===== src/rtl/draw_goose_phys.sv =====
// Sprite physics for the runner: jump/slide state machine, frame-stepped height
// and velocity, and a registered pixel hit test against the trimmed hitbox.
module draw_goose_phys #(
  parameter int COORD_W   = 10,
  parameter int POS_X     = 100,
  parameter int GROUND_Y  = 380,
  parameter int WIDTH     = 60,
  parameter int HEIGHT    = 80,
  parameter int JUMP_V0   = 15,
  parameter int GRAVITY   = 1,
  parameter int JUMP_CUT  = 40,
  parameter int SLIDE_CUT = 20
) (
  input  logic               clk,
  input  logic               rst_n,
  input  logic               frame_tick,
  input  logic               freeze,
  input  logic               btnL,
  input  logic               btnR,
  input  logic [COORD_W-1:0] x,
  input  logic [COORD_W-1:0] y,
  output logic               goose,
  output logic [COORD_W-1:0] pos_y,
  output logic [1:0]         state,
  output logic               jump_done
);

  typedef enum logic [1:0] {
    ST_RUN   = 2'd0,
    ST_JUMP  = 2'd1,
    ST_SLIDE = 2'd2
  } state_e;

  // Two guard bits so ground-minus-height and the hitbox bounds never wrap.
  localparam int SW = COORD_W + 2;

  localparam logic signed [SW-1:0]      X_LO    = SW'(POS_X);
  localparam logic signed [SW-1:0]      X_HI    = SW'(POS_X + WIDTH);
  localparam logic signed [SW-1:0]      GND_S   = SW'(GROUND_Y);
  localparam logic signed [SW-1:0]      HGT_S   = SW'(HEIGHT);
  localparam logic signed [SW-1:0]      JCUT_S  = SW'(JUMP_CUT);
  localparam logic signed [SW-1:0]      SCUT_S  = SW'(SLIDE_CUT);
  localparam logic signed [COORD_W:0]   VEL0    = (COORD_W + 1)'(JUMP_V0);
  localparam logic signed [COORD_W:0]   GRAV    = (COORD_W + 1)'(GRAVITY);
  localparam int                        APEX_H  = JUMP_V0 * (JUMP_V0 + 1) / (2 * GRAVITY);

  if (APEX_H + HEIGHT > GROUND_Y) begin : g_param_check
    $error("draw_goose_phys: jump apex plus sprite height exceeds GROUND_Y");
  end

  state_e                    state_q, state_d;
  logic [COORD_W-1:0]        h_q, h_d;
  logic signed [COORD_W:0]   vel_q, vel_d;
  logic                      btnl_prev_q, btnl_prev_d;
  logic                      btnl_arm_q, btnl_arm_d;
  logic                      jump_done_q, jump_done_d;
  logic                      goose_q, goose_d;

  logic                      jump_req;
  logic signed [SW-1:0]      h_s, vel_s, h_sum, pos_y_s, cut_s, top_s, x_s, y_s;

  always_comb begin
    h_s     = $signed({2'b00, h_q});
    vel_s   = $signed({vel_q[COORD_W], vel_q});
    h_sum   = h_s + vel_s;
    pos_y_s = GND_S - h_s;
    x_s     = $signed({2'b00, x});
    y_s     = $signed({2'b00, y});
  end

  // The arm bit keeps a button held across reset from counting as a press.
  assign jump_req = btnL & ~btnl_prev_q & btnl_arm_q;

  // NOTE: every signal gets a default at the top of the block so no path leaves
  // it unassigned; otherwise synthesis infers a latch.
  always_comb begin
    state_d     = state_q;
    h_d         = h_q;
    vel_d       = vel_q;
    btnl_prev_d = btnl_prev_q;
    btnl_arm_d  = btnl_arm_q;
    jump_done_d = 1'b0;

    if (!freeze) begin
      btnl_prev_d = btnL;
      btnl_arm_d  = btnl_arm_q | ~btnL;
      unique case (state_q)
        ST_RUN, ST_SLIDE: begin
          if (jump_req) begin
            state_d = ST_JUMP;
            h_d     = '0;
            vel_d   = VEL0;
          end else if (btnR) begin
            state_d = ST_SLIDE;
          end else begin
            state_d = ST_RUN;
          end
        end
        ST_JUMP: begin
          if (frame_tick) begin
            if (vel_s < 0 && h_sum <= 0) begin
              h_d         = '0;
              vel_d       = '0;
              state_d     = btnR ? ST_SLIDE : ST_RUN;
              jump_done_d = 1'b1;
            end else begin
              h_d   = h_sum[COORD_W-1:0];
              vel_d = vel_q - GRAV;
            end
          end
        end
        default: state_d = ST_RUN;
      endcase
    end
  end

  always_comb begin
    unique case (state_q)
      ST_JUMP:  cut_s = JCUT_S;
      ST_SLIDE: cut_s = SCUT_S;
      default:  cut_s = '0;
    endcase
    top_s   = pos_y_s - HGT_S + cut_s;
    goose_d = (x_s >= X_LO) && (x_s <= X_HI) && (y_s >= top_s) && (y_s <= pos_y_s);
  end

  // NOTE: state registers use non-blocking assignments so every flop samples the
  // pre-edge values regardless of statement order.
  always_ff @(posedge clk or negedge rst_n) begin
    if (!rst_n) begin
      state_q     <= ST_RUN;
      h_q         <= '0;
      vel_q       <= '0;
      btnl_prev_q <= 1'b0;
      btnl_arm_q  <= 1'b0;
      jump_done_q <= 1'b0;
      goose_q     <= 1'b0;
    end else begin
      state_q     <= state_d;
      h_q         <= h_d;
      vel_q       <= vel_d;
      btnl_prev_q <= btnl_prev_d;
      btnl_arm_q  <= btnl_arm_d;
      jump_done_q <= jump_done_d;
      goose_q     <= goose_d;
    end
  end

  assign pos_y     = pos_y_s[COORD_W-1:0];
  assign state     = state_q;
  assign goose     = goose_q;
  assign jump_done = jump_done_q;

endmodule


===== config.mk =====
export PLATFORM = sky130hd
export DESIGN_NAME = draw_goose_phys
export DESIGN_NICKNAME = d
export VERILOG_FILES = /design/src/rtl/draw_goose_phys.sv
export SDC_FILE = /design/constraint.sdc
export NUM_CORES = 1
export LEC_CHECK = 0
export CAP_MARGIN = 20
export CELL_PAD_IN_SITES_DETAIL_PLACEMENT = 1
export CELL_PAD_IN_SITES_GLOBAL_PLACEMENT = 1
export CORE_MARGIN = 2
export CORE_UTILIZATION = 44
export CTS_CLUSTER_SIZE = 12
export DETAILED_ROUTE_END_ITERATION = 16
export PLACE_DENSITY = 0.87
export SLEW_MARGIN = 10
export SYNTH_ARGS = -nofsm -noshare
export SYNTH_HDL_FRONTEND = slang
export SYNTH_SLANG_ARGS = --single-unit

===== constraint.sdc =====
create_clock -name clk -period 5.7 [get_ports clk]
set_clock_uncertainty 0.2 [all_clocks]
set_input_delay 1.14 -clock clk [delete_from_list [all_inputs] [get_ports clk]]
set_output_delay 1.14 -clock clk [all_outputs]
set_load 0.05 [all_outputs]

After elaboration in Yosys (flattened, before gate mapping)
Cells that the tools add are included.
Widths: inputs -> output; s select.

word-level totals
  bits of input ports = 26
  logic and storage cells = 56
  register bits after elaboration = 27

operators by class
  order comparisons = 6
  $add $sub $neg = 5
  multiplexer cells = 18
  bitwise gates (word level) = 6
  equality and inequality tests = 5
  reduce and logical (&&, ||, !) cells = 9

operators with widths
  operator               number
  $mux 11                3
  $mux 10                3
  $pmux 11 s2            1
  $pmux 10 s2            1
  $add 11x11->12         1
  $add 12x12->12         1
  $ge 11x12->1           1
  $le 12x1->1 const B    1
  $pmux 6 s2             1
  $sub 11x8->12 const B  1
  $le 11x11->1           1
  $lt 11x1->1 const B    1
  $sub 11x2->11 const B  1
  $sub 9x10->11 const A  1
  $ge 10x7->1 const B    1
  $le 10x8->1 const B    1
  $mux 2                 4
  $ne 2x2->1 const B     3
  $logic_and 1x1->1      4
  $mux 1                 4
  $pmux 2 s2             1
  $reduce_and 4->1       1
  $not 1->1              3
  $reduce_and 3->1       1
  7 further kinds        8

Depth between registers and ports, before layout
Gate-level depths: netlist (run 1).

  depth in word-level cells = 7
  mapped depth = 18

Least setup slack after synthesis (run 1)
OpenSTA, ideal clock, no wires.

  path kind = flip-flop to flip-flop
  start point = register h_q[1]
  end point = register goose_q, in the netlist goose
  stages on the path, launching flop included = 18
  arrival = 4.147 ns
  buffers on the path = 0
  slack = 1.259 ns
  clock period less this slack = 4.441 ns
  cells stage by stage = dfrtp_1 -> inv_1 -> ha_1 -> nor2_1 -> xnor2_1 -> inv_1 -> ha_1 -> fa_1 -> inv_1 -> a21oi_1 -> o21bai_1 -> a21oi_1 -> xnor2_1 -> ha_1 -> o211ai_1 -> a2111oi_0 -> o22ai_1 -> a211oi_1

between the ends
  longest elaborated chain between the ends = 6

RTL lines
  what                      line  text
  start: declaration        52    logic [COORD_W-1:0] h_q, h_d;
  start signal: assignment  132   h_q <= '0;
  start signal: assignment  140   h_q <= h_d;
  $sub 9x10->11 *           66    pos_y_s = GND_S - h_s;
  named net pos_y[4]        23    output logic [COORD_W-1:0] pos_y,
  $sub 11x8->12             123   top_s = pos_y_s - HGT_S + cut_s;
  $add 12x12->12            123
  $ge 11x12->1              124   goose_d = (x_s >= X_LO) && (x_s <= X_HI) && (y_s >= top_s) && (y_s <= pos_y_s);
  $logic_and 1x1->1         124
  $logic_and 1x1->1 *       124
  named net goose_d         57    logic goose_q, goose_d;
  end signal: assignment    145   goose_q <= goose_d;
  end: declaration          57

Mark *: on every way through the listed nets, which the timed path passes. The rest lies on a longest branch.
A chain may end at the register's enable or synchronous reset.

Worst setup path after layout (run 1)
  start point = register h_q[1]
  end point = register goose_q, in the netlist goose

between the ends
  longest elaborated chain between the ends = 6

RTL lines
  what                 line
  $sub 9x10->11 *      66
  $sub 11x8->12        123
  $add 12x12->12       123
  $ge 11x12->1         124
  $logic_and 1x1->1    124
  $logic_and 1x1->1 *  124
  named net goose_d    57

Marked as above.

==> results.rst, run 1 <==
.. list-table::
   :header-rows: 1

   * - Metric
     - Value
   * - Met2 usage
     - 44.3%
   * - Critical setup path kind
     - flip-flop to flip-flop
   * - Count of flip-flops with a built-in enable after synthesis
     - 0
   * - Slew @ Worst Pin
     - 0.961 ns
   * - Count of antenna diodes in the layout
     - 0
   * - FMAX
     - 240 MHz
   * - Capture point of the worst reg-to-reg path
     - goose$_DFF_PN0_
   * - Worst slew margin relative to its limit
     - 35.8%
   * - Post-detailed-route wirelength per cell
     - 17.0 um
   * - Worst-path maximum fanout
     - 5
   * - Maximum level of the CTS H-tree
     - 1
   * - Boundary pin count
     - 40
   * - Worst setup path endpoint
     - goose$_DFF_PN0_
   * - Total via count in the routed design
     - 2538
   * - Antenna Violating Nets Remaining
     - 0
   * - Average cell area after synthesis
     - 8.53 um2
   * - Power Total
     - 1.74 mW
   * - Number of unique standard cell types used by synthesis
     - 55
   * - Post-Route WL
     - 7.30 mm
   * - Cell count of the worst reg-to-reg path
     - 17
   * - Initial antenna violation count
     - 0
   * - Outcome
     - completed
   * - Dominant cells by area after synthesis
     - dfrtp_1 (25%), ha_1 (19%), xnor2_1 (4.9%)
   * - Bufs on Longest Clock Path
     - 2
   * - Worst hold slack
     - 0.317 ns
   * - Peak-usage layer in the global routing report
     - met2
   * - First-pass GRT wire length
     - 12.4 mm
   * - Utilization after layout
     - 54.1%
   * - Shortest clock period the worst path allows after layout
     - around 4.2 ns
   * - Share of layout cells above drive strength 1
     - 3.39%
   * - Row count
     - 28
   * - Fin. max-slew vios
     - 0
   * - Post-synthesis register bit count
     - 27
   * - Pre-CTS WS
     - 1.54 ns
   * - Worst r2r src
     - h_q[1]$_DFFE_PN0P_
   * - Via count of the first global-routing pass
     - 2653
   * - Share of the yosys chip area belonging to registers
     - 25.0%
   * - Leakage
     - 1.46 nW
   * - Slack of the worst reg-to-reg path
     - between 1.5 and 2 ns
   * - Hold buffer count at CTS
     - 0
   * - Maximum number of pins on one net before global-route repair
     - 28
   * - Post-synth ARST share
     - 100%
   * - Clock edge transition at the registers on the reported setup and hold paths
     - roughly 0.10 ns
   * - Die outline area
     - 0.00679 mm2
   * - Final hold viol count
     - 0
   * - Clock network latency to the later pin of the worst-skew pair
     - 0.28 ns
   * - Root Driver
     - clkbuf_8
   * - Commonest cells in the netlist
     - ha_1 (40), inv_1 (31), dfrtp_1 (27)
   * - Post-route fraction of the period consumed by the critical path
     - 73.1%
   * - Synth Instances
     - 317
   * - Data required time at the worst endpoint
     - about 5.7 ns
   * - Cell taking the most area after synthesis
     - dfrtp_1
   * - Fin nets
     - 423
   * - Initial cell density of the core
     - about 46%
   * - Worst Setup Start Kind
     - flip-flop
   * - Post-DP HPWL
     - 6.19 mm
   * - Beginning of the critical path
     - h_q[1]$_DFFE_PN0P_
   * - Number of DRC violations after detailed routing
     - 0
   * - Number of nets in the synthesized netlist
     - 385
   * - Die W
     - around 82 um
   * - Final setup TNS
     - 0 ns
   * - Worst endpoint data arrival time
     - 4.16 ns
   * - Max capacitance violation total
     - 0
   * - Met1 track utilization from global routing
     - 28.3%
   * - PortBufs
     - 39
   * - Type of the most critical hold path
     - flip-flop to flip-flop
   * - Die height
     - 82.4 um
   * - Predominant post-synthesis flop cell
     - dfrtp_1
   * - Met3 usage in global routing
     - 3.04%
   * - Netlist area before placement
     - 0.00271 mm2
   * - Setup violators final
     - 0
   * - Starting DRT DRC Count
     - 60
   * - Synthesis Warnings
     - 0
   * - CTS-repair resized insts
     - 0
   * - Dominant cell by count in the synthesized netlist
     - ha_1
   * - RSZ-0062 raised after global routing
     - no
   * - Clock buffers created by TritonCTS
     - 3
   * - Drt via density
     - a little under 6
   * - Setup crit end kind
     - flip-flop
   * - Last weighted congestion value of the routability-driven placer
     - 0.871
   * - Clock tree from TritonCTS
     - done
   * - CTS sink count
     - 27
   * - Number of post-CTS setup repair buffers
     - 0
   * - Area share of the leading cell type in the synthesized netlist
     - between 20% and 30%
   * - Fin worst setup slack
     - 1.54 ns
   * - Global route overflow
     - 0
   * - Pwr dens
     - 543 mW/mm2
   * - First drt pass iteration count
     - 4
   * - Worst IR drop on VDD
     - 0.373 mV
   * - Std-Cell Core Area
     - 0.00592 mm2
   * - Synth-to-layout area growth
     - 18.4%
   * - Gr usage total
     - 23.5%
[how the worst min path moves through the flow]
stage                            from                endpoint  slack (ns)  depth (start not counted)
6_report       btnl_arm_q$_DFFE_PN0N_  btnl_arm_q$_DFFE_PN0N_        0.32                          1
3_5_place_dp   btnl_arm_q$_DFFE_PN0N_  btnl_arm_q$_DFFE_PN0N_        0.30                          1
2_1_floorplan  btnl_arm_q$_DFFE_PN0N_  btnl_arm_q$_DFFE_PN0N_        0.24                          1
5_1_grt        btnl_arm_q$_DFFE_PN0N_  btnl_arm_q$_DFFE_PN0N_        0.34                          1
4_1_cts        btnl_arm_q$_DFFE_PN0N_  btnl_arm_q$_DFFE_PN0N_        0.32                          1
3_3_place_gp   btnl_arm_q$_DFFE_PN0N_  btnl_arm_q$_DFFE_PN0N_        0.26                          1
[layout make-up]
cell class	instances	area [um2]
fillers	705	2720
multi-input cells	252	1870
flip-flops and latches	27	676
repair buffers	40	398
inverters	31	116
well taps	75	93.8
clock buffers	3	41.3
clock inverters	1	5.00
[state kept, by name, summed over array words and instances (netlist names)]
register     flops
btnl_prev_q      1
state            2
btnl_arm_q       1
h_q             10
jump_done        1
goose            1
vel_q           11
[power breakdown]
part	internal [mW]	total [mW]	switching, mW
registers	0.234	0.305	0.0706
clock network	0.0492	0.113	0.0634
logic	0.540	1.32	0.783
total	0.823	1.74	0.917
[worst max-delay path: stages, from the launching register on]
cell and delay (ns):
dfrtp_1 0.46, inv_1 0.08, ha_1 0.20, nor2_1 0.19, xnor2_1 0.16, inv_1 0.09
ha_1 0.34, fa_1 0.46, inv_1 0.07, a21oi_1 0.06, o21bai_1 0.21, a21oi_1 0.14
xnor2_1 0.14, ha_1 0.29, o211ai_1 0.11, a2111oi_0 0.43, o22ai_1 0.17, a211oi_1 0.25
[through the flow]
step / cells / area (um2)
3_3_place_gp: 425 / 3160
3_5_place_dp: 425 / 3160
6_report: 429 / 3200
2_1_floorplan: 317 / 2710
4_1_cts: 429 / 3200
5_1_grt: 429 / 3200
[kinds of logic (layout without fill, tap and decap cells)]
logic type | count (synthesis) | count (layout) | synth area share (%)
muxes | 2 | 2 | 0.786
AOI/OAI and AO/OA | 85 | 85 | 21.8
xor gates and xnor gates | 24 | 24 | 7.77
adders and majority gates | 42 | 42 | 20.0
DFF | 27 | 27 | 25.0
and+or+nand+nor | 99 | 99 | 18.9
buffers and inverters | 38 | 75 | 5.78
[per-layer routing]
metal  vias to the layer above  share of wire (%)
li1                       1235                  -
met5                         -                  0
met2                        40                 52
met1                      1256                 44
met4                         0               0.81
met3                         7                3.0
[cells in the final DEF, fill, tap and decap left out, types with 6 or more instances in the layout]
cell,instances
nand2_1,19
a32o_1,6
xor2_1,9
nand3_1,9
or3_1,6
a21oi_1,21
dfrtp_1,27
o21ai_0,14
xnor2_1,15
inv_1,31
ha_1,40
nor2_1,26
clkdlybuf4s50_1,39
(Power assumes the default switching activity.)
==> run 2, diff against run 1 <==
Settings changed: CORE_UTILIZATION 44 to 37, PLACE_DENSITY 0.87 to 0.78.
Clock period 5.7 ns to 3.7 ns, I/O delays scaled along.
==> run 2 against run 1 <==
Net effect:
- register-to-register slack worse by 1.5 ns
- setup slack got worse by 1.5 ns
- clock-buffer cell count unchanged
- first-iteration DRC count is 60% higher
- design area increased by 8.5%
- global-route usage shrank 4.1 points
- highest routed layer unchanged
==> results.rst, run 2 (synthesis gave the netlist of run 1 again) <==
.. list-table::
   :header-rows: 1

   * - Metric
     - Value
   * - Switching Fraction
     - 52.1%
   * - Post-route fraction of the period consumed by the critical path
     - 98.9%
   * - Pre-CTS WS
     - -0.118 ns
   * - Slack of the worst reg-to-reg path
     - 0.04 ns
   * - Fin nets
     - 439
   * - Setup violators final
     - 0
   * - Placed insts
     - 464
   * - First-pass GRT wire length
     - 12.2 mm
   * - Commonest non-fill, non-tap cells in the layout
     - clkdlybuf4s50_1 (39), ha_1 (38), inv_1 (27), dfrtp_1 (27), nor2_1 (25)
   * - Number of flip-flops under the largest register name
     - 11
   * - Worst setup path endpoint
     - goose$_DFF_PN0_
   * - Fill count
     - 869
   * - Last weighted congestion value of the routability-driven placer
     - 0.800
   * - Utilization after layout
     - 48.4%
   * - Worst r2r src
     - h_q[0]$_DFFE_PN0P_
   * - Post-Route WL
     - 7.55 mm
   * - Proportion of power drawn by the clock network
     - about 5.9%
   * - Row count
     - 31
   * - Share of total power in sequential cells
     - around 16%
   * - Fin. max-slew vios
     - 0
   * - Placement-stage cell area
     - roughly 0.0034 mm2
   * - Post-DP HPWL
     - 6.41 mm
   * - Pwr dens
     - 855 mW/mm2
   * - Maximum number of pins on one net before global-route repair
     - 28
   * - Maximum level of the CTS H-tree
     - 1
   * - Data required time at the worst endpoint
     - around 3.7 ns
   * - Die outline area
     - roughly 0.0080 mm2
   * - Clock edge transition at the registers on the reported setup and hold paths
     - approximately 0.1 ns
   * - Leakage
     - 1.56 nW
   * - Type of the most critical hold path
     - flip-flop to flip-flop
   * - Clock buffers created by TritonCTS
     - 3
   * - Net Switching
     - 1.55 mW
   * - Shortest clock period the worst path allows after layout
     - 3.66 ns
   * - Critical setup path kind
     - flip-flop to flip-flop
   * - Synth-to-layout area growth
     - 28.4%
   * - Initial cell density of the core
     - a little under two fifths
   * - Boundary pin count
     - 40
   * - Antenna Violating Nets Remaining
     - 0
   * - Internal power
     - 1.42 mW
   * - Most common cell after layout, fill and taps aside
     - clkdlybuf4s50_1
   * - Final instance area
     - 0.00347 mm2
   * - Worst IR drop on VDD
     - between 0.2 and 0.3 mV
   * - Final hold viol count
     - 0
   * - Total via count in the routed design
     - between 2000 and 3000
   * - Power Total
     - 2.97 mW
   * - Gr usage total
     - 19.5%
   * - Share of total power in combinational logic
     - about four fifths
   * - Die W
     - 89.5 um
   * - Slew @ Worst Pin
     - 0.713 ns
   * - CTS sink count
     - 27
   * - Initial antenna violation count
     - 0
   * - Worst endpoint data arrival time
     - 3.62 ns
   * - Setup crit end kind
     - flip-flop
   * - Hold buffer count at CTS
     - 0
   * - Die height
     - 89.5 um
   * - Global route overflow
     - 0
   * - RSZ-0062 raised after global routing
     - yes
   * - Drt via density
     - 5.38
   * - FMAX
     - 273 MHz
   * - Root Driver
     - clkbuf_8
   * - Std-Cell Core Area
     - just over 0.007 mm2
   * - Count of antenna diodes in the layout
     - 0
   * - Non-filler instance count after layout
     - 469
   * - Share of layout cells above drive strength 1
     - 12.7%
   * - Via count of the first global-routing pass
     - 2657
   * - Number of DRC violations after detailed routing
     - 0
   * - Final setup TNS
     - 0 ns
   * - Outcome
     - completed
   * - Worst slew margin relative to its limit
     - 52.0%
   * - Beginning of the critical path
     - h_q[0]$_DFFE_PN0P_
   * - Bufs on Longest Clock Path
     - 2
   * - Clock network latency to the later pin of the worst-skew pair
     - 0.28 ns
   * - PortBufs
     - 39
   * - Worst-path maximum fanout
     - 4
   * - Fin worst setup slack
     - 0.0415 ns
   * - Worst Setup Start Kind
     - flip-flop
   * - Post-detailed-route wirelength per cell
     - 16.1 um
   * - Register with the most flip-flops
     - vel_q
   * - Max capacitance violation total
     - 0
   * - Starting DRT DRC Count
     - 96
   * - First drt pass iteration count
     - 4
   * - Capture point of the worst reg-to-reg path
     - goose$_DFF_PN0_
   * - Clock tree from TritonCTS
     - done
   * - Cell count of the worst reg-to-reg path
     - 17
   * - Worst hold slack
     - approximately 0.32 ns
==> run 2: changes by cell type in the layout (fill, tap and decap cells not counted), moves of 2 or more <==
cell	before	now
buf_4	1	17
xnor2_1	15	12
a21oi_2	0	2
xor2_1	9	7
o21ai_1	0	2
inv_2	0	4
ha_4	0	2
a21oi_1	21	19
ha_1	40	38
o21ai_0	14	12
xnor2_2	0	2
inv_1	31	27
==> run 2: layout make-up <==
class / instances / area, um2 / share of cell area, %
well taps: 99 / 124 / 3.57
flip-flops and latches: 27 / 676 / 19.4
clock buffers: 3 / 41.3 / 1.19
inverters: 31 / 116 / 3.35
multi-input cells: 252 / 1990 / 57.4
clock inverters: 1 / 5.00 / 0.144
repair buffers: 56 / 518 / 14.9
==> run 2: repair_timing <==
action                     4_1_cts  5_1_grt
setup buffers                    1        0
resized for setup                5        3
setup endpoints to repair        1        5
pin swaps                        2        1
==> run 2: how the worst min path moves through the flow <==
stage	slack, ns	endpoint	depth (start not counted)	start
3_3_place_gp	0.26	btnl_arm_q$_DFFE_PN0N_	1	btnl_arm_q$_DFFE_PN0N_
4_1_cts	0.33	btnl_prev_q$_DFFE_PN0N_	1	btnl_prev_q$_DFFE_PN0N_
2_1_floorplan	0.24	btnl_arm_q$_DFFE_PN0N_	0	rst_n
3_5_place_dp	0.30	btnl_prev_q$_DFFE_PN0N_	1	btnl_prev_q$_DFFE_PN0N_
6_report	0.32	btnl_arm_q$_DFFE_PN0N_	1	btnl_arm_q$_DFFE_PN0N_
5_1_grt	0.34	btnl_arm_q$_DFFE_PN0N_	1	btnl_arm_q$_DFFE_PN0N_
==> run 2: layer usage <==
metal	GRT usage (%)	share of wire (%)	vias up
li1	-	-	1260
met1	23.0	44	1230
met2	37.6	53	29
met3	3.23	2.4	4
met4	2.58	0.53	0
met5	0	0	-
==> run 2: power by group through the flow <==
stage / Combinational (mW) / Clock (mW) / Sequential [mW]
floorplan: 1.63 / 0 / 0.459
global route: 2.58 / 0.194 / 0.478
detailed placement: 2.27 / 0 / 0.474
finish: 2.33 / 0.177 / 0.465
global placement: 2.16 / 0 / 0.469
CTS: 2.32 / 0.181 / 0.467
==> run 2: worst max-delay path, cell delays in order (launching register included) <==
cell      delay, ns
dfrtp_1        0.42
inv_2          0.07
ha_4           0.19
nor2_4         0.16
xnor2_4        0.14
inv_2          0.07
ha_4           0.27
inv_1          0.05
ha_1           0.29
a21o_1         0.20
a21oi_2        0.17
xnor2_1        0.16
ha_1           0.26
o21a_1         0.18
o211ai_1       0.27
o21ai_1        0.12
o22ai_1        0.22
a211oi_2       0.10
==> run 3, diff against run 2 <==
Settings changed: ABC_AREA from default to 1, CORE_UTILIZATION 37 to 36, PLACE_DENSITY 0.78 to 0.79.
==> run 3 against run 2 <==
Net effect:
- clock power barely moved
- synthesized area up 11%
- sequential power down 23%
- setup slack gained 0.20 ns
- clock-buffer cell count unchanged
- cell count grew 24%
- fmax rose by 5.6%
- critical path depth increased by 2
- global-route usage decreased by 0.36 points
- non-clock buffer count down 10
- synthesized cell count is 36% higher
- via count up 17%
- critical endpoint unchanged
==> results.rst, run 3 <==
.. list-table::
   :header-rows: 1

   * - Metric
     - Value
   * - Outcome
     - completed
   * - Met2 WL post-DR
     - between 4 and 5 mm
   * - Switching Fraction
     - around 50%
   * - Count of antenna diodes in the layout
     - 0
   * - Number of DRC violations after detailed routing
     - 0
   * - Highest metal layer with signal wires
     - met4
   * - Share of the yosys chip area belonging to registers
     - 22.5%
   * - Critical setup path kind
     - flip-flop to flip-flop
   * - Type of the most critical hold path
     - flip-flop to flip-flop
   * - Starting DRT DRC Count
     - 78
   * - Last weighted congestion value of the routability-driven placer
     - 0.827
   * - Number of nets in the synthesized netlist
     - 499
   * - Clock buffers created by TritonCTS
     - 3
   * - Commonest cells in the netlist
     - nand2_1 (102), inv_1 (72), ha_1 (40)
   * - Area share of the leading cell type in the synthesized netlist
     - 22.5%
   * - Worst Setup Start Kind
     - flip-flop
   * - Die outline area
     - ~0.0091 mm2
   * - Post-synthesis register bit count
     - 27
   * - Share of layout cells above drive strength 1
     - roughly a tenth
   * - Worst-path maximum fanout
     - 4
   * - Netlist area before placement
     - 0.00300 mm2
   * - Non-filler instance count after layout
     - 582
   * - Register with the most flip-flops
     - vel_q
   * - Root Driver
     - clkbuf_8
   * - Final instance area
     - 0.00365 mm2
   * - Post-DP HPWL
     - 7.25 mm
   * - Internal power
     - 804 uW
   * - Worst endpoint data arrival time
     - 3.48 ns
   * - Worst IR drop on VDD
     - ~0.19 mV
   * - Post-detailed-route wirelength per cell
     - 14.6 um
   * - Predominant post-synthesis flop cell
     - dfrtp_1
   * - Number of unique standard cell types used by synthesis
     - 40
   * - Boundary pin count
     - 40
   * - Dominant cell by count in the synthesized netlist
     - nand2_1
   * - Synth-to-layout area growth
     - 21.7%
   * - Post-route fraction of the period consumed by the critical path
     - between 90 and 100%
   * - Share of total power in combinational logic
     - 66.6%
   * - Bufs on Longest Clock Path
     - 2
   * - Drt via density
     - 5.07
   * - Number of post-CTS setup repair buffers
     - 0
   * - First-pass GRT wire length
     - 13.6 mm
   * - Hold buffer count at CTS
     - 0
   * - Slew @ Worst Pin
     - 0.526 ns
   * - Antenna Violating Nets Remaining
     - 0
   * - Cell count of the worst hold path
     - 1
   * - Clock network latency to the later pin of the worst-skew pair
     - around 0.28 ns
   * - Setup violators final
     - 0
   * - Global route overflow
     - 0
   * - Detailed route wirelength on metal3
     - 127 um
   * - Maximum level of the CTS H-tree
     - 1
   * - Final setup TNS
     - 0 ns
   * - Placed insts
     - 578
   * - Final hold viol count
     - 0
   * - Most common cell after layout, fill and taps aside
     - nand2_1
   * - Commonest non-fill, non-tap cells in the layout
     - nand2_1 (102), inv_1 (70), ha_1 (39), clkdlybuf4s50_1 (39), nand3_1 (32)
   * - Post-Route WL
     - 8.49 mm
   * - Number of flip-flops under the largest register name
     - 11
   * - Via count of the first global-routing pass
     - between 3000 and 4000
   * - Die height
     - 95.3 um
   * - Worst slew margin relative to its limit
     - 64.9%
   * - Share of total power in sequential cells
     - between 20 and 25%
   * - Post-synth ARST share
     - 100%
   * - Initial antenna violation count
     - 0
   * - Synth Instances
     - roughly 430
   * - Fin nets
     - roughly 550
   * - Row count
     - 33
   * - Clock edge transition at the registers on the reported setup and hold paths
     - 0.10 ns
   * - Average cell area after synthesis
     - between 6 and 7 um2
   * - Fill count
     - around 1100
   * - Setup crit end kind
     - flip-flop
   * - Max capacitance violation total
     - 0
   * - Initial cell density of the core
     - 36.9%
   * - Synthesis Warnings
     - 0
   * - Gr usage total
     - 19.1%
   * - Proportion of power drawn by the clock network
     - 10.9%
   * - CTS sink count
     - 27
   * - First drt pass iteration count
     - 4
   * - Fin. max-slew vios
     - 0
   * - FMAX
     - 289 MHz
   * - Leakage
     - 1.85 nW
   * - Std-Cell Core Area
     - 0.00813 mm2
   * - Maximum number of pins on one net before global-route repair
     - 28
   * - Die W
     - approximately 95 um
   * - Cell taking the most area after synthesis
     - dfrtp_1
   * - Total via count in the routed design
     - roughly 3000
   * - Slack of the worst reg-to-reg path
     - 0.24 ns
   * - PortBufs
     - 39
   * - Pwr dens
     - 441 mW/mm2
   * - Net Switching
     - approximately 800 uW
   * - Met1 WL
     - 3.84 mm
   * - Cell count of the worst reg-to-reg path
     - 19
   * - Clock tree from TritonCTS
     - done
   * - Pre-CTS WS
     - -0.0125 ns
   * - Shortest clock period the worst path allows after layout
     - 3.46 ns
   * - Dominant cells by area after synthesis
     - dfrtp_1 (23%), ha_1 (17%), nand2_1 (13%)
   * - Data required time at the worst endpoint
     - 3.72 ns
   * - Count of flip-flops with a built-in enable after synthesis
     - 0
   * - Fin worst setup slack
     - 0.237 ns
   * - Placement-stage cell area
     - 0.00355 mm2
==> run 3: path summary, 6_finish.rpt <==
kind | start | end
worst max-delay path | h_q[1]$_DFFE_PN0P_ | goose$_DFF_PN0_
min in group asynchronous | rst_n | vel_q[2]$_DFFE_PN0P_
max in group asynchronous | rst_n | h_q[6]$_DFFE_PN0P_
worst max register to register | h_q[1]$_DFFE_PN0P_ | goose$_DFF_PN0_
worst min-delay path | btnl_arm_q$_DFFE_PN0N_ | btnl_arm_q$_DFFE_PN0N_
worst min register to register | btnl_arm_q$_DFFE_PN0N_ | btnl_arm_q$_DFFE_PN0N_
==> run 3: per-stage QoR <==
step	utilization [%]	hold WS, ns	power [mW]
4_1_cts	44.3	0.300	1.58
5_1_grt	44.9	0.340	1.76
2_1_floorplan	-	0.240	1.08
3_3_place_gp	43.7	0.256	1.35
6_report	44.9	0.299	1.61
3_5_place_dp	43.7	0.266	1.40
==> run 3: final cells by class <==
cell class	instances	area (um2)	share of cell area, %
clock buffers	3	41.3	1.13
clock inverters	1	5.00	0.137
inverters	76	288	7.89
multi-input cells	324	2060	56.6
flip-flops and latches	27	676	18.5
well taps	105	131	3.60
repair buffers	46	443	12.1
==> run 3: cells by family (layout without fill, tap and decap cells) <==
group	count (synthesis)	count (layout)	synth area share, %
AOI/OAI and AO/OA	59	59	11.3
xor gates and xnor gates	23	23	6.72
adders and majority gates	42	42	18.0
buffers and inverters	80	126	10.5
DFF	27	27	22.5
and+or+nand+nor	200	200	30.9
==> run 3: layer usage <==
metal	up-vias	global-route usage, %
met3	12	1.50
li1	1489	-
met2	35	35.4
met1	1414	23.1
met5	-	0
met4	0	6.40
==> run 3: timing repair <==
action / CTS / global route
gates resized for setup: 3 / 11
setup endpoints to repair: 1 / 1
pin swaps: 2 / 3
hold endpoints to repair: 0 / 0
==> run 3: power groups by stage <==
stage	registers [mW]	logic [mW]	clock network, mW
floorplan	0.376	0.700	0
global placement	0.361	0.993	0
detailed placement	0.365	1.04	0
CTS	0.360	1.05	0.176
global route	0.366	1.21	0.190
finish	0.360	1.07	0.176
==> run 3: worst max-delay path, stage by stage, from the launching register on <==
cell and delay, ns:
dfrtp_1 0.41, inv_2 0.10, ha_1 0.19, inv_1 0.08, nand3_2 0.09, xor2_2 0.21, ha_4 0.24, fa_2 0.40
o21ai_1 0.14, a21oi_1 0.10, xor2_1 0.17, ha_1 0.33, nand2_1 0.09, nor2_1 0.15, a21oi_2 0.08, o21ai_1 0.11
nand3_1 0.07, nand2_1 0.06, nand2_1 0.06, a21oi_2 0.10
==> RTL change 1, RTL diff (config.mk and constraints of run 2) <==
Change the parameter `COORD_W` from 10 to 11.
--- a/src/rtl/draw_goose_phys.sv
+++ b/src/rtl/draw_goose_phys.sv
@@ -3,3 +3,3 @@
 module draw_goose_phys #(
-  parameter int COORD_W   = 10,
+  parameter int COORD_W   = 11,
   parameter int POS_X     = 100,
Ports: changed (resized pos_y, x and y); port bits go from 40 to 43. The function was not compared with the original's and may differ.
==> RTL change 1 against run 2 <==
Sequential share of layout area fell by 0.48 points. Die area rose by 11%. Sequential power rose by 16%. Setup slack got worse by 39 ps. Area after synthesis rose by 11%. Sequential cell count rose by 2. Critical path type is now reg -> out. Fmax fell by 1.1%. Critical path depth fell by 10. Via count rose by 14%. Final area rose by 10%. Worst hold slack got worse by 36 ps. Power rose by 21%. Routed wire length rose by 17%. Non-clock buffer count rose by 5.
==> RTL change 1: results (changes against run 2) <==
Outcome
  – Status: finished clean (unchanged)

Place
  – Placed insts: 507 (was 464)
  – DP Wirelength: 7250 um (was 6410 um)
  – Dpl ws: -79.7 ps (was -118 ps)
  – IO buf count: 42 (was 39)
  – GPL Wtd Cong: 0.847 (was 0.800)

Power
  – Peak supply drop: 0.257 mV (was 0.276 mV)
  – Leak Pwr: 0.00176 uW (was 0.00156 uW)

Cells and area
  – Ant. Diodes: 0 (unchanged)
  – Layout cell share with drive strength beyond 1: 12.9% (was 12.7%)
  – Largest Register: vel_q (unchanged)
  – Final Net Count: 492 (was 439)
  – Number of flip-flops in the largest register: 12 (was 11)

GRT
  – First-pass GRT wire length: 14,300 um (was 12,200 um)
  – Initial antenna violation count: 0 (unchanged)
  – Largest net degree at the start of global routing: 30 (was 28)
  – Gr usage total: 20.5% (was 19.5%)
  – Vias in the first global route: 3,057 (was 2,657)

Synthesis
  – Commonest cells in the netlist: 44 x ha_1, 35 x nor2_1, 34 x nand2_1 (was 40 x ha_1, 31 x inv_1, 27 x dfrtp_1)
  – Sequential share of the synthesized area: 24.2% (was 25.0%)
  – Netlist cell types: 56 (was 55)
  – Yosys warnings: 0 (unchanged)
  – Average cell area after synthesis: 8.36 um2 (was 8.53 um2)
  – Number of flops mapped to enable cells by yosys: 0 (unchanged)
  – Main synth FF type: dfrtp_1 (unchanged)
  – Dominant cells by area after synthesis: dfrtp_1 24%, ha_1 18%, xor2_1 5.2% (was dfrtp_1 25%, ha_1 19%, xnor2_1 4.9%)
  – Async set or reset register ratio after synthesis: 100% (unchanged)
  – Synth Net Count: 433 (was 385)

Worst setup path
  – WP data arrival: 2760 ps (was 3620 ps)
  – CP max FO: 5 (was 4)
  – Crit path capture: pos_y[7] (was goose)
  – Largest delay share family, worst path: buffers and inverters (was compound AO/OA/AOI/OAI gates)
  – R2r endpoint: goose (unchanged)
  – R2r worst-path depth: 16 (was 17)
  – Slowest cell on the critical path: clkdlybuf4s50_1 (was dfrtp_1)
  – Crit. Startpoint: h_q[1] (was h_q[0])
  – CP peak stage delay: 730 ps (was 420 ps)
  – Worst reg-to-reg setup slack: 50 ps

Timing
  – Crit share post-route: 99.9% (was 98.9%)
  – Slew at the pin closest to its max-slew limit: 530 ps (was 713 ps)

Clock tree
  – CTS H-tree lvls: 2 (was 1)
  – Root Driver: clkbuf_8 (unchanged)
  – CTS Buf Count: 5 (was 3)
  – Clock buffer depth: 2 (unchanged)
  – Clock Latency Late Sink: 290 ps
  – Reg clk slew, reported paths: 70 ps (was 100 ps)

Drt
  – Wirelength per Cell: 17.0 um (was 16.1 um)
  – Starting DRC count in detailed routing: 97 (was 96)
  – Via/cell ratio: 5.53 (was 5.38)
  – Router iterations before antenna repair: 4 (unchanged)
  – Post-Route WL: 8840 um (was 7550 um)

Min path
  – Worst min-delay path class: reg -> reg (unchanged)
## RTL change 1: kinds of logic (layout without fill, tap and decap cells)
logic type	count (synthesis)	in the layout	synth area share, %
xor+xnor	30	30	8.75
buf+inv	38	98	5.46
simple gates	123	123	20.5
mux	1	1	0.375
compound gates	91	91	20.8
fa+ha+maj	47	47	20.0
flops	29	29	24.2
## RTL change 1: per-layer routing
| metal | share of wire (%) | routed length (um) | global-route usage (%) |
|---|---|---|---|
| met4 | 0.93 | 82 | 4.59 |
| met5 | 0 | 0 | 0 |
| met3 | 2.3 | 202 | 3.13 |
| met2 | 52 | 4580 | 37.5 |
| met1 | 45 | 3970 | 25.2 |
## RTL change 1: layout make-up
type,instances,area [um2]
clock inverters,3,17.5
flip-flops and latches,29,727
well taps,102,128
inverters,29,109
fillers,962,3970
multi-input cells,292,2220
clock buffers,5,68.8
repair buffers,61,566
## RTL change 1: worst min-delay path by stage
stage | from | endpoint | slack [ps] | cells past startpoint
after floorplan | rst_n | btnl_arm_q | 240 | 0
after global placement | btnl_arm_q | btnl_arm_q | 260 | 1
after detailed placement | btnl_arm_q | btnl_arm_q | 270 | 1
after CTS | btnl_arm_q | btnl_arm_q | 290 | 1
after global routing | btnl_arm_q | btnl_arm_q | 310 | 1
final | btnl_arm_q | btnl_arm_q | 290 | 1
## RTL change 1: repair_timing
item	in CTS	in global routing
resized for setup	4	10
setup buffers	2	4
setup endpoints to repair	1	17
pin swaps	9	11
## RTL change 1: stage by stage
step	power [uW]	area, um2
after global placement	3110	3680
final	3590	3830
after floorplan	2490	3090
after global routing	3920	3830
after detailed placement	3250	3680
after CTS	3560	3790
## RTL change 1: where the power goes
part	switching (uW)	internal, uW	total [uW]	leakage [uW]
logic	1630	1170	2790	0.00135
clock network	131	129	260	0.0000439
registers	134	405	539	0.000365
==> RTL change 2, RTL diff (config.mk and constraints of run 2) <==
Made on the original files. Make the reset (`rst_n`) synchronous in one clocked block.
--- a/src/rtl/draw_goose_phys.sv
+++ b/src/rtl/draw_goose_phys.sv
@@ -128,3 +128,3 @@
   // pre-edge values regardless of statement order.
-  always_ff @(posedge clk or negedge rst_n) begin
+  always_ff @(posedge clk) begin
     if (!rst_n) begin
Behaviour: differs if rst_n is asserted again (counterexample within 4 cycles, from zero or initial values and one cycle with rst_n low); with rst_n held inactive, the same outputs for 10 cycles.
==> RTL change 2 against run 2 <==
Sequential cell count is the same. Largest cell class unchanged. Setup slack gained 110 ps. Routed wire length shrank 3.4%. Area after synthesis shrank 2.7%. Global-route usage shrank 0.43 points. Final area shrank 5.3%.
Power is left out: it rests on default switching activity, and per cell area and clock period it moved more than threefold.
==> RTL change 2: results (changes against run 2) <==
Clock tree
  – Reg clk slew, reported paths: 100 ps (about the same)
  – Root Driver: clkbuf_8 (unchanged)
  – CTS H-tree lvls: 1 (unchanged)
  – CTS Buf Count: 3 (unchanged)
  – Clock Latency Late Sink: 280 ps (about the same)
  – Clock buffer depth: 2 (unchanged)

Cells and area
  – Final Net Count: 424 (was 439)
  – Largest Register: vel_q (unchanged)
  – Number of flip-flops in the largest register: 11 (unchanged)
  – Layout cell share with drive strength beyond 1: 10.7% (was 12.7%)
  – Ant. Diodes: 0 (unchanged)

Synthesis
  – Async set or reset register ratio after synthesis: 0% (was 100%)
  – Commonest cells in the netlist: 40 x ha_1, 29 x nor2_1, 27 x dfxtp_1 (was 40 x ha_1, 31 x inv_1, 27 x dfrtp_1)
  – Yosys warnings: 0 (unchanged)
  – Dominant cells by area after synthesis: dfxtp_1 21%, ha_1 19%, xnor2_1 4.7% (was dfrtp_1 25%, ha_1 19%, xnor2_1 4.9%)
  – Netlist cell types: 61 (was 55)
  – Synth Net Count: 378 (was 385)
  – Sequential share of the synthesized area: 20.5% (was 25.0%)

Timing
  – Slew Limit Fails: 0 (unchanged)
  – Final setup fails: 0 (unchanged)
  – Relative slew slack: 54.4% (was 52.0%)

GRT
  – Routing usage on met3: 1.96% (was 3.23%)
  – Gr usage total: 19.0% (was 19.5%)
  – Grt met1 use: 23.7% (was 23.0%)
  – Initial antenna violation count: 0 (unchanged)
  – Largest net degree at the start of global routing: 17 (was 28)
  – First-pass GRT wire length: 11,700 um (was 12,200 um)
  – GR Layer Usage met2: 35.3% (was 37.6%)

Drt
  – Post-Route WL: 7290 um (was 7550 um)
  – Starting DRC count in detailed routing: 58 (was 96)
  – Router iterations before antenna repair: 4 (unchanged)
  – Vias: 2,472 (was 2,523)

Place
  – Area after DPL: 3200 um2 (was 3400 um2)
  – IO buf count: 39 (unchanged)
  – DP Wirelength: 6050 um (was 6410 um)
  – GPL Wtd Cong: 0.783 (was 0.800)

Worst setup path
  – CP max FO: 5 (was 4)
  – Largest delay share family, worst path: compound AO/OA/AOI/OAI gates (unchanged)
  – CP peak stage delay: 470 ps (was 420 ps)
  – WP data arrival: 3510 ps (was 3620 ps)
  – Worst reg-to-reg setup slack: 150 ps (was 40 ps)
  – Slowest cell on the critical path: dfxtp_1 (was dfrtp_1)

Outcome
  – Status: finished clean (unchanged)

Min path
  – Worst min-delay path class: reg -> reg (unchanged)
## RTL change 2: cell count changes in the layout (fill, tap and decap cells not counted), sizes merged, moves of 6 or more
| cell | before | now |
|---|---|---|
| buf | 17 | 9 |
| a22o | 0 | 10 |
| a32o | 6 | 0 |
| dfrtp | 27 | 0 |
| inv | 31 | 25 |
| dfxtp | 0 | 27 |
| nor4 | 3 | 10 |
## RTL change 2: cell families after synthesis
group                    count (synthesis)  synth area share, %
XOR/XNOR                                27                 8.99
AO/OA/AOI/OAI                           87                 24.0
buffers and inverters                   32                 4.75
flip-flops                              27                 20.5
AND/OR/NAND/NOR                         92                 20.0
adder cells (fa/ha/maj)                 43                 20.9
multiplexers                             2                0.808
## RTL change 2: per-stage QoR
stage | std cells | hold slack (ps) | worst slack [ps] | util, %
2_1_floorplan | 310 | 240 | 8.86 | -
3_3_place_gp | 446 | 259 | 140 | 46.8
3_5_place_dp | 446 | 281 | 8.94 | 46.8
4_1_cts | 450 | 309 | 37.6 | 47.6
5_1_grt | 451 | 334 | -19.7 | 48.2
6_report | 451 | 309 | 153 | 48.2
## RTL change 2: worst paths after layout
path,startpoint,end,depth (start not counted)
worst max-delay path,h_q[3],goose,15
worst min-delay path,btnl_arm_q,btnl_arm_q,2
worst max register to register,h_q[3],goose,15
worst min register to register,btnl_arm_q,btnl_arm_q,2
## RTL change 2: timing repair
action	CTS	global route
gates resized for setup	1	8
endpoints found under the hold margin	0	0
setup buffers	0	1
setup endpoints to repair	1	1
pin swaps	0	1
## RTL change 2: cell type report
type,instances,area [um2]
fillers,849,3540
multi-input cells,251,2030
flip-flops and latches,27,542
repair buffers,48,458
well taps,96,120
inverters,25,93.8
clock buffers,3,41.3
clock inverters,1,7.51
## RTL change 2: tightest hold or removal path, stage by stage, from the launching register on
cell and delay (ps):
dfxtp_1 360, nor2_1 50, nor2_1 70
## RTL change 2: metal layers
layer  wire, um  up-vias
li1           -     1235
met1       3260     1188
met2       3760       42
met3        184        7
met4         89        0
met5          0        -
